`config.mk`:
```
export PLATFORM = sky130hd
export DESIGN_NAME = as_tap_imscan
export DESIGN_NICKNAME = d
export VERILOG_FILES = /design/src/rtl/as_tap_imscan_pkg.sv /design/src/rtl/as_tap_imscan_fsm.sv /design/src/rtl/as_tap_imscan.sv
export SDC_FILE = /design/constraint.sdc
export NUM_CORES = 1
export LEC_CHECK = 0
export BUFFER_PORTS_ARGS = -buffer_cell sky130_fd_sc_hd__buf_2
export CAP_MARGIN = 20
export CORE_ASPECT_RATIO = 0.75
export CORE_MARGIN = 8
export CORE_UTILIZATION = 57
export DETAILED_ROUTE_END_ITERATION = 8
export GPL_ROUTABILITY_DRIVEN = 0
export HOLD_SLACK_MARGIN = 0.08
export PLACE_DENSITY = 0.85
export SYNTH_ARGS = -nofsm -noshare
export SYNTH_HDL_FRONTEND = slang
export SYNTH_SLANG_ARGS = --single-unit
```
`constraint.sdc`:
```
create_clock -name tck_i -period 2.29 [get_ports tck_i]
set_input_delay 0.229 -clock tck_i [delete_from_list [all_inputs] [get_ports tck_i]]
set_output_delay 0.229 -clock tck_i [all_outputs]
set_load 0.01 [all_outputs]
```
`src/rtl/as_tap_imscan_pkg.sv`:
```
// Shared constants and the TAP state encoding for the IMSCAN JTAG responder.
package as_pack;

    localparam int im_scan_length = 43;

    localparam logic [7:0] IR_IMSCAN = 8'h80;
    localparam logic [7:0] IR_IDCODE = 8'h01;
    localparam logic [7:0] IR_BYPASS = 8'hFF;

    typedef enum logic [3:0] {
        TLR,
        RTI,
        SEL_DR,
        CAP_DR,
        SH_DR,
        EX1_DR,
        PAU_DR,
        EX2_DR,
        UPD_DR,
        SEL_IR,
        CAP_IR,
        SH_IR,
        EX1_IR,
        PAU_IR,
        EX2_IR,
        UPD_IR
    } tap_state_t;

endpackage

```
`src/rtl/as_tap_imscan_fsm.sv`:
```
// IEEE 1149.1 TAP controller: state register and next-state decode on TCK.
//
// state  | meaning
// TLR    | test-logic-reset, IR forced to BYPASS
// RTI    | run-test/idle
// SEL_DR | select DR scan
// CAP_DR | capture selected DR
// SH_DR  | shift selected DR
// EX1_DR | exit1 DR
// PAU_DR | pause DR, shift register held
// EX2_DR | exit2 DR
// UPD_DR | update DR
// SEL_IR | select IR scan
// CAP_IR | capture IR (8'b0000_0001)
// SH_IR  | shift IR
// EX1_IR | exit1 IR
// PAU_IR | pause IR
// EX2_IR | exit2 IR
// UPD_IR | update IR
module as_tap_fsm
    import as_pack::*;
(
    input  logic       tck_i,
    input  logic       trst_i,
    input  logic       tms_i,
    output logic [3:0] state_o
);

    tap_state_t state;
    tap_state_t state_nxt;

    always_ff @(posedge tck_i) begin
        if (!trst_i) begin
            state <= TLR;
        end else begin
            state <= state_nxt;
        end
    end

    always_comb begin
        state_nxt = state;
        case (state)
            TLR:     state_nxt = tms_i ? TLR    : RTI;
            RTI:     state_nxt = tms_i ? SEL_DR : RTI;
            SEL_DR:  state_nxt = tms_i ? SEL_IR : CAP_DR;
            CAP_DR:  state_nxt = tms_i ? EX1_DR : SH_DR;
            SH_DR:   state_nxt = tms_i ? EX1_DR : SH_DR;
            EX1_DR:  state_nxt = tms_i ? UPD_DR : PAU_DR;
            PAU_DR:  state_nxt = tms_i ? EX2_DR : PAU_DR;
            EX2_DR:  state_nxt = tms_i ? UPD_DR : SH_DR;
            UPD_DR:  state_nxt = tms_i ? SEL_DR : RTI;
            SEL_IR:  state_nxt = tms_i ? TLR    : CAP_IR;
            CAP_IR:  state_nxt = tms_i ? EX1_IR : SH_IR;
            SH_IR:   state_nxt = tms_i ? EX1_IR : SH_IR;
            EX1_IR:  state_nxt = tms_i ? UPD_IR : PAU_IR;
            PAU_IR:  state_nxt = tms_i ? EX2_IR : PAU_IR;
            EX2_IR:  state_nxt = tms_i ? UPD_IR : SH_IR;
            UPD_IR:  state_nxt = tms_i ? SEL_DR : RTI;
            default: state_nxt = TLR;
        endcase
    end

    always_comb begin
        state_o = state;
    end

endmodule

```
`src/rtl/as_tap_imscan.sv`:
```
// JTAG responder giving a debug host write and readback access to I-Mem
// through a 43-bit {addr, data, we} scan register; everything runs on TCK.
module as_tap_imscan
    import as_pack::*;
#(
    parameter int          IR_WIDTH   = 8,
    parameter int          ADDR_WIDTH = 10,
    parameter int          DATA_WIDTH = 32,
    parameter logic [31:0] IDCODE     = 32'h1000_0AB1
) (
    input  logic                  tck_i,
    input  logic                  trst_i,
    input  logic                  tms_i,
    input  logic                  tdi_i,
    output logic                  tdo_o,
    input  logic [DATA_WIDTH-1:0] imem_rdata_i,
    output logic [ADDR_WIDTH-1:0] imem_addr_o,
    output logic [DATA_WIDTH-1:0] imem_data_o,
    output logic                  imem_we_o
);

    localparam int IM_LEN = ADDR_WIDTH + DATA_WIDTH + 1;

    logic [3:0]          state_bits;
    tap_state_t          state;
    logic [IR_WIDTH-1:0] ir;
    logic [IR_WIDTH-1:0] ir_sr;
    logic [IM_LEN-1:0]   im_sr;
    logic [31:0]         id_sr;
    logic                byp_sr;
    logic                sel_im;
    logic                sel_id;

    as_tap_fsm u_fsm (
        .tck_i   (tck_i),
        .trst_i  (trst_i),
        .tms_i   (tms_i),
        .state_o (state_bits)
    );

    assign state  = tap_state_t'(state_bits);
    assign sel_im = (ir == IR_WIDTH'(IR_IMSCAN));
    assign sel_id = (ir == IR_WIDTH'(IR_IDCODE));

    // Unknown instruction codes fall through to the 1-bit bypass register.
    always_ff @(posedge tck_i) begin
        if (!trst_i) begin
            ir          <= '1;
            ir_sr       <= '0;
            im_sr       <= '0;
            id_sr       <= '0;
            byp_sr      <= 1'b0;
            imem_addr_o <= '0;
            imem_data_o <= '0;
            imem_we_o   <= 1'b0;
        end else begin
            imem_we_o <= 1'b0;
            case (state)
                TLR:    ir    <= '1;
                CAP_IR: ir_sr <= IR_WIDTH'(1);
                SH_IR:  ir_sr <= {ir_sr[IR_WIDTH-2:0], tdi_i};
                UPD_IR: ir    <= ir_sr;
                CAP_DR: begin
                    if (sel_im)      im_sr  <= {imem_addr_o, imem_rdata_i, 1'b0};
                    else if (sel_id) id_sr  <= IDCODE;
                    else             byp_sr <= 1'b0;
                end
                SH_DR: begin
                    if (sel_im)      im_sr  <= {im_sr[IM_LEN-2:0], tdi_i};
                    else if (sel_id) id_sr  <= {id_sr[30:0], tdi_i};
                    else             byp_sr <= tdi_i;
                end
                UPD_DR: begin
                    if (sel_im) begin
                        imem_addr_o <= im_sr[IM_LEN-1 -: ADDR_WIDTH];
                        imem_data_o <= im_sr[DATA_WIDTH:1];
                        imem_we_o   <= im_sr[0];
                    end
                end
                default: ;
            endcase
        end
    end

    always_comb begin
        tdo_o = 1'b0;
        if (state == SH_IR) begin
            tdo_o = ir_sr[IR_WIDTH-1];
        end else if (state == SH_DR) begin
            if (sel_im)      tdo_o = im_sr[IM_LEN-1];
            else if (sel_id) tdo_o = id_sr[31];
            else             tdo_o = byp_sr;
        end
    end

endmodule

```
# == Word level (Yosys, flattened, before mapping) ==
# Index checks and enable logic that the tools add are counted.
# word_totals
regBits,139
latchBits,0
ramBits,0
rom_bits,0
in_bits,36
output_inout_bits,44
word_cells,78
memories,0
# classes
add_sub_neg,0
mul,0
div_mod_pow,0
magnitude_cmp,0
eq_ne,25
n_shift,0
muxes,32
bitwise,0
n_reduce_logical,12
# op_table
operator,count
32-bit two-way mux,4
43-bit two-way mux,2
43-bit case mux with 2 select lines,1
32-bit case mux with 2 select lines,1
4-bit case mux with 12 select lines,1
"4-bit == test, second input constant",8
8-bit case mux with 2 select lines,2
"4-bit by 3-bit == test with 1-bit output, second input constant",4
4-bit two-way mux,4
"2-bit inequality test, second input constant",8
1-bit two-way mux,11
5-bit AND reduction,2
"4-bit by 2-bit == test with 1-bit output, second input constant",2
"8-bit by 1-bit == test with 1-bit output, second input constant",1
"8-bit == test, second input constant",1
2-bit two-way mux,3
3-bit two-way mux,2
3-bit AND reduction,2
2-bit nonzero test,3
"4-bit by 1-bit == test with 1-bit output, second input constant",1
4-bit logical NOT,1
2-bit OR reduction,2
3-bit OR reduction,1
1-bit case mux with 2 select lines,1
2-bit AND reduction,1

# == Logic depth before layout (Yosys ltp) ==
# Gate-level depths: netlist (run 1).
# depth
ltp_word,5
mapped_depth,7
ltp_nobuf,4

# == Cells and area by module ==
# Synthesis (run 1) repeated with hierarchy kept, for this count alone.
# hier_totals
hier_cells,700
hier_area_um2,5904.4
# by_module_without_submodules
module,n_inst,cells_each,area_each_um2,seq_area_each_um2
as_tap_imscan,1,662,5589.1,2702.6
as_tap_fsm,1,38,315.3,80.1

# == Least setup slack after synthesis (run 1) ==
# Ideal clock, no wire load.
# synth_timing
kind,reg2out
from,reg u_fsm.state[1] (netlist: u_fsm.state_o[1])
to,out tdo_o
t_arrival_ps,1499
t_required_ps,2061
slack_ps,562
stages_incl_launch_ff,7
n_path_buf,3
path_cell_list,dfxtp_1 > buf_2 > nor4b_4 > buf_4 > buf_2 > o21ai_0 > o31ai_1
# synth_between
elab_chain_len,3
elab_cells_between_ends,4
cone_classes,2 x eq/ne; 2 x mux
# synth_rtl
element,line,source
from (decl),as_tap_imscan_fsm.sv:29,tap_state_t state;
from (signal assigned),as_tap_imscan_fsm.sv:36,state <= state_nxt;
4-bit by 3-bit == test with 1-bit output,as_tap_imscan.sv:89,end else if (state == SH_DR) begin
1-bit two-way mux,as_tap_imscan.sv:89,
1-bit two-way mux *,as_tap_imscan.sv:87,if (state == SH_IR) begin
to (decl),as_tap_imscan.sv:15,"output logic tdo_o,"
# Every way passes the cells marked *; elsewhere a longest branch is shown, timed or not.

# == Final worst setup path (run 1) ==
# layout_timing
from,reg u_fsm.state[3] (netlist: u_fsm.state_o[3])
to,out tdo_o
# Same word-level chain as after synthesis.

==> flow_summary_export.csv, run 1 <==
group,metric,value,unit
power,combPwrFrac,0.033,
min_path,holdCritStartpoint,"imem_rdata_i[6]",
min_path,min_path_type,"in2reg",
clocking,cts_tree,"yes",
floorplan,rows,31,
clocking,clockBufferDepth,2,
global_route,antenna_found_initial,0,
clocking,cts-root-buf,"clkbuf_16",
setup_path,required,2.06,ns
yosys,yosys_warnings,0,
floorplan,die_h,101,um
yosys,async_reset_ff_frac,0,
power,peakVddDrop,0.710,mV
setup_path,path_max_fanout,12,
outcome,status,"finished clean",
setup_path,worstPathArrival,1.89,ns
timing,slew-limit-headroom,0.577,
yosys,synth-edff-count,0,
timing,period_minus_slack,2.12,ns
layout,fillers,738,
route,drc,0,
clocking,clock_sinks,139,
placed_design,dp_hpwl,8450,um
clocking,clk_pin_slew_worst_paths,0.06,ns
setup_path,crit_type,"reg2out",
floorplan,start_util,0.581,
yosys,syn_nets,701,
min_path,min_to,"im_sr[7]",
yosys,synth-seq-cells,139,
setup_path,reg2reg_to,"im_sr[11]",
layout,final_nets,758,
power,p_sw,1140,uW
route,post_drt_wl_per_cell,15.6,um
route,via_per_inst,5.78,
yosys,yosysUniqueCellTypes,44,
route,routed_wl,13500,um
timing,fin_crit_sh,0.926,
setup_path,crit_path_top_delay_cell,"dfxtp_1",
power,power.share.switching,0.206,
global_route,grt_max_degree,67,
floorplan,die_w,130,um
timing,setup_tns,0,ns
power,power.internal,4400,uW
job,drv_cap,0,
global_route,grt-ovfl-total,0,
global_route,grt_util_all_layers,0.209,
power,p_clk_frac,0.527,
clocking,htreeDepth,4,
global_route,grt_pass1_wl,22200,um
layout,drive_above_1_share,0.212,
yosys,seq_area_frac_synth,0.502,
power,pwr_density_cell,833,nW/um2
setup_path,r2r_start,"u_fsm.state_o[1]",
power,power_leakage,0.00242,uW
timing,setup_viol,0,
timing,rsz0062_at_grt,"false",
setup_path,max_stage_delay,0.58,ns
layout,diodes,0,
setup_path,critPathBufInv,1,
route,vias,5011,
clocking,cts_buffers,17,
clocking,clk_latency,0.41,ns
setup_path,rrSetupSlack,0.32,ns
floorplan,fp.dieArea,13200,um2
floorplan,core,9540,um2
route,final_antenna_net_count,0,
yosys,synth_ff_type,"dfxtp_1",
route,drt_pass1_iterations,5,
setup_path,crit_path_start_kind,"register",
floorplan,io-pin-count,80,
route,first_iter_violations,456,
timing,fmax,0.472,GHz
yosys,syn_area_per_cell,8.33,um2
timing,hold_violations,0,
min_path,hold-path-cell-count,3,
power,seqPwrFrac,0.440,
setup_path,rr_worst_depth,5,
timing,slew_viol_final,0,
layout,area_growth,20.0,%
placed_design,port_buffers,79,
timing,finalClockSkew,0.00700,ns
layout,finalCoreUtilization,0.697,
setup_path,critPathCaptureType,"output port",
yosys,synth_area,5540,um2
global_route,first_global_vias,4654,
yosys,netlist_instances,665,
timing,tightest_slew,0.634,ns
setup_path,path_cells,"and3_1 -> nand3_1 -> o31ai_1 -> buf_2",
setup_path,cp_top_family,"simple AND/OR/NAND/NOR gates",
-- state kept, by name (all words and copies together), names as in the netlist --
register / count
im_sr: 43
id_sr: 32
imem_data_o: 32
imem_addr_o: 10
ir: 8
ir_sr: 8
u_fsm.state_o: 4
byp_sr: 1
imem_we_o: 1
-- metal layers --
metal	routed length, um	up-vias	part of all wire	GRT usage
li1	-	2429	-	-
met5	0	-	0	0
met3	751	29	0.055	0.0463
met2	6590	176	0.49	0.343
met1	5940	2377	0.44	0.259
met4	262	0	0.019	0.0916
-- how the worst max path moves through the flow --
| stage | from | endpoint | slack, ns | cells past startpoint |
|---|---|---|---|---|
| after global routing | ir[1] | tdo_o | 0.01 | 5 |
| after global placement | u_fsm.state_o[1] | im_sr[24] | 0.37 | 5 |
| after floorplan | u_fsm.state_o[1] | tdo_o | 0.56 | 6 |
| after CTS | u_fsm.state_o[1] | tdo_o | 0.08 | 4 |
| after detailed placement | u_fsm.state_o[1] | im_sr[40] | 0.23 | 5 |
| final | u_fsm.state_o[3] | tdo_o | 0.17 | 4 |
-- synthesized netlist by cell type (2+ instances only) --
library cell	number	area, um2
or4_1	2	15.0
o32ai_1	2	17.5
nand2_1	220	826
a21oi_1	52	260
buf_2	18	90.1
a311oi_2	17	255
o221a_2	4	45.0
nor2_1	48	180
o22ai_1	32	200
nand4_1	4	25.0
a31oi_1	4	25.0
buf_4	5	37.5
nor4b_4	2	47.6
nor3_1	2	10.0
nand3_1	16	80.1
nand2b_1	3	18.8
and3_1	3	18.8
inv_1	3	11.3
clkbuf_1	33	124
o21ai_0	5	25.0
buf_6	3	33.8
dfxtp_1	139	2780
o221a_1	3	33.8
a311oi_1	25	219
-- through the flow --
step	instances	hold slack [ns]	setup WS, ns	instance area (um2)	power, uW
6_report	867	0.0891	0.170	6650	5540
5_1_grt	867	0.0938	0.0113	6650	5710
4_1_cts	867	0.0820	0.0805	6640	5570
3_5_place_dp	833	0.443	0.230	5980	2660
3_3_place_gp	833	0.439	0.373	5980	2660
2_1_floorplan	665	0.383	0.562	5540	2600
-- what timing repair did --
| action | in CTS | in global routing |
|---|---|---|
| pin swaps | 1 | 0 |
| hold endpoints to repair | 1 | 0 |
| endpoints found under the setup margin | 1 | 6 |
| gates resized for setup | 0 | 2 |
| setup buffers | 1 | 0 |
| hold buffers | 1 | 0 |
-- worst min-delay path, delay by kind of cell --
kind            cells  cell delay (ns)
simple gates        1             0.05
compound gates      1             0.08
buf+inv             1             0.10
-- cell families (layout without fill, tap and decap cells) --
kind of cell / after synthesis / after routing / synth area share
and+or+nand+nor: 306 / 306 / 0.229
xor gates and xnor gates: 2 / 2 / 0.00316
muxes: 2 / 2 / 0.00384
buffers and inverters: 64 / 134 / 0.0549
AOI/OAI and AO/OA: 152 / 152 / 0.207
DFF: 139 / 139 / 0.502
-- placed cells by master, fill, tap and decap left out, types with 15 or more instances in the layout --
| master | netlist | routed |
|---|---|---|
| a21oi_1 | 52 | 52 |
| buf_4 | 5 | 15 |
| o22ai_1 | 32 | 32 |
| nor2_1 | 48 | 48 |
| dfxtp_1 | 139 | 138 |
| clkbuf_16 | 0 | 17 |
| a311oi_2 | 17 | 17 |
| buf_2 | 18 | 79 |
| a311oi_1 | 25 | 25 |
| nand3_1 | 16 | 16 |
| nand2_1 | 220 | 220 |
-- power by group through the flow --
stage / logic [uW] / registers (uW) / clock network (uW)
after global placement: 170 / 2490 / 0
after detailed placement: 175 / 2490 / 0
final: 182 / 2440 / 2920
after global routing: 199 / 2440 / 3080
after CTS: 180 / 2430 / 2960
after floorplan: 121 / 2480 / 0
-- final cells by class --
type / count / area, um2 / share of cell area
clock buffers: 22 / 474 / 0.0713
clock inverters: 10 / 164 / 0.0247
inverters: 4 / 15.0 / 0.00226
multi-input cells: 462 / 2470 / 0.371
flip-flops and latches: 139 / 2780 / 0.419
well taps: 132 / 165 / 0.0248
repair buffers: 98 / 578 / 0.0870
(Power assumes the default switching activity.)
==> run 2, diff against run 1 <==
==> constraint.sdc (replaced) <==
create_clock -name tck_i -period 2.4 [get_ports tck_i]
set_input_delay 0.24 -clock tck_i [delete_from_list [all_inputs] [get_ports tck_i]]
set_output_delay 0.24 -clock tck_i [all_outputs]
set_load 0.01 [all_outputs]
==> run 2 against run 1 <==
Effect of this change:
- die area did not move
- non-clock buffer count is 4 lower
- worst setup slack worse by 0.034 ns
- via count is 0.42% lower
- sequential power shrank 5%
- clock skew increased by 0.00099 ns
- sequential share of layout area up 0.74 points
- clock power is 17% lower
- combinational power shrank 5%
- utilization is 1.2 points lower
- critical endpoint unchanged
- highest routed layer unchanged
==> flow_summary_export.csv, run 2 (synthesized netlist as in run 1, its figures left out) <==
group,metric,value,unit
setup_path,rr_worst_depth,5,
min_path,holdCritStartpoint,"imem_rdata_i[26]",
placed_design,placed_area,5970,um2
global_route,first_global_vias,4677,
global_route,grt-ovfl-total,0,
route,drc,0,
route,routed_wl,13600,um
route,drt_pass1_iterations,5,
floorplan,die_w,130,um
timing,slew-limit-headroom,0.628,
clocking,cts_tree,"yes",
layout,final_nets,754,
global_route,grt_util_all_layers,0.209,
timing,fmax,0.442,GHz
clocking,cts_buffers,17,
layout,ff_latch_area,2780,um2
layout,area_growth,17.9,%
floorplan,fp.dieArea,13200,um2
layout,drive_above_1_share,0.205,
layout,multi_input_area,2460,um2
job,drv_cap,0,
global_route,grt_max_degree,98,
timing,finalClockSkew,0.00799,ns
timing,tightest_slew,0.557,ns
power,peakVddDrop,0.547,mV
clocking,cts-root-buf,"clkbuf_16",
timing,slew_viol_final,0,
floorplan,rows,31,
route,via_per_inst,5.78,
setup_path,worstPathArrival,2.02,ns
clocking,clk_pin_slew_worst_paths,0.06,ns
outcome,status,"finished clean",
layout,diodes,0,
timing,fin_ws,0.136,ns
route,post_drt_wl_per_cell,15.7,um
global_route,grt_pass1_wl,22200,um
placed_design,pre_cts_ws,0.344,ns
clocking,clk_latency,0.42,ns
power,pwr_density_cell,751,nW/um2
clocking,cts_resized,0,
placed_design,dp_hpwl,8320,um
setup_path,path_max_fanout,15,
setup_path,critPathCaptureType,"output port",
clocking,clock_sinks,139,
setup_path,r2r_start,"u_fsm.state_o[2]",
clocking,htreeDepth,4,
setup_path,crit_type,"reg2out",
setup_path,reg2reg_to,"im_sr[24]",
route,final_antenna_net_count,0,
setup_path,rrSetupSlack,0.29,ns
layout,mostFrequentLayoutCell,"nand2_1",
floorplan,io-pin-count,80,
layout,layout_common_cells,"220 x nand2_1, 139 x dfxtp_1, 79 x buf_2, 52 x a21oi_1, 48 x nor2_1",
timing,setup_tns,0,ns
min_path,hold-path-cell-count,3,
timing,period_minus_slack,2.26,ns
power,power_leakage,0.00236,uW
layout,largest_register_ff_count,43,
power,power,4910,uW
timing,setup_viol,0,
layout,final_area,6530,um2
floorplan,die_h,101,um
floorplan,core,9540,um2
timing,rsz0062_at_grt,"false",
floorplan,start_util,0.581,
setup_path,crit_path_start_kind,"register",
layout,fillers,747,
layout,reg_top3,"im_sr (43), id_sr (32), imem_data_o (32)",
route,first_iter_violations,613,
route,vias,4990,
global_route,antenna_found_initial,0,
min_path,min_to,"im_sr[27]",
clocking,clockBufferDepth,2,
timing,fin_crit_sh,0.943,
layout,top_register,"im_sr",
setup_path,required,2.16,ns
placed_design,port_buffers,79,
timing,hold_violations,0,
min_path,min_path_type,"in2reg",
run 2: changes by cell type in the layout (fill, tap and decap cells not counted), moves of 2 or more:
| cell | before | now |
|---|---|---|
| buf_4 | 15 | 11 |
| clkinv_2 | 2 | 4 |
| bufinv_16 | 4 | 1 |
| clkbuf_8 | 3 | 1 |
| clkinvlp_4 | 1 | 4 |
run 2: area by class of cell:
class                      count  area share
sequential                   139       0.426
multi-input combinational    462       0.377
inverter                       4     0.00230
clock inverter                11      0.0149
timing repair buffer          94      0.0855
tap                          132      0.0253
clock buffer                  21      0.0690
run 2: layer usage:
layer	up-vias	track usage	share of wire
met4	0	0.0934	0.016
met1	2349	0.263	0.42
met5	-	0	0
li1	2409	-	-
met2	211	0.338	0.48
met3	21	0.0452	0.083
run 2: report_power, final:
| part | internal [uW] | switching, uW |
|---|---|---|
| clock network | 1440 | 963 |
| logic | 59.2 | 114 |
| registers | 2310 | 11.6 |
run 2: worst max path at each step:
stage	start	end	cells after the start
3_5_place_dp	u_fsm.state_o[2]	im_sr[21]	4
2_1_floorplan	u_fsm.state_o[1]	tdo_o	6
6_report	u_fsm.state_o[2]	tdo_o	4
3_3_place_gp	u_fsm.state_o[1]	im_sr[11]	5
5_1_grt	u_fsm.state_o[2]	tdo_o	4
4_1_cts	u_fsm.state_o[2]	tdo_o	4
run 2: critical path, cell delays in order, from the launching register on:
cell and delay, ns:
dfxtp_1 0.60, nor4b_4 0.37, o21ai_0 0.16, o31ai_1 0.28, buf_2 0.19
run 2: repair_timing:
| item | 4_1_cts | 5_1_grt |
|---|---|---|
| endpoints found under the hold margin | 0 | 0 |
| buffers inserted | 0 | 2 |
| endpoints found under the setup margin | 0 | 1 |
| hold buffers | 0 | 0 |
run 2: metrics by stage:
stage / util / hold WS [ns] / instances
after floorplan: - / 0.394 / 665
after global placement: 0.625 / 0.440 / 829
after detailed placement: 0.625 / 0.445 / 829
after CTS: 0.683 / 0.0818 / 861
after global routing: 0.684 / 0.0917 / 863
final: 0.684 / 0.0927 / 863
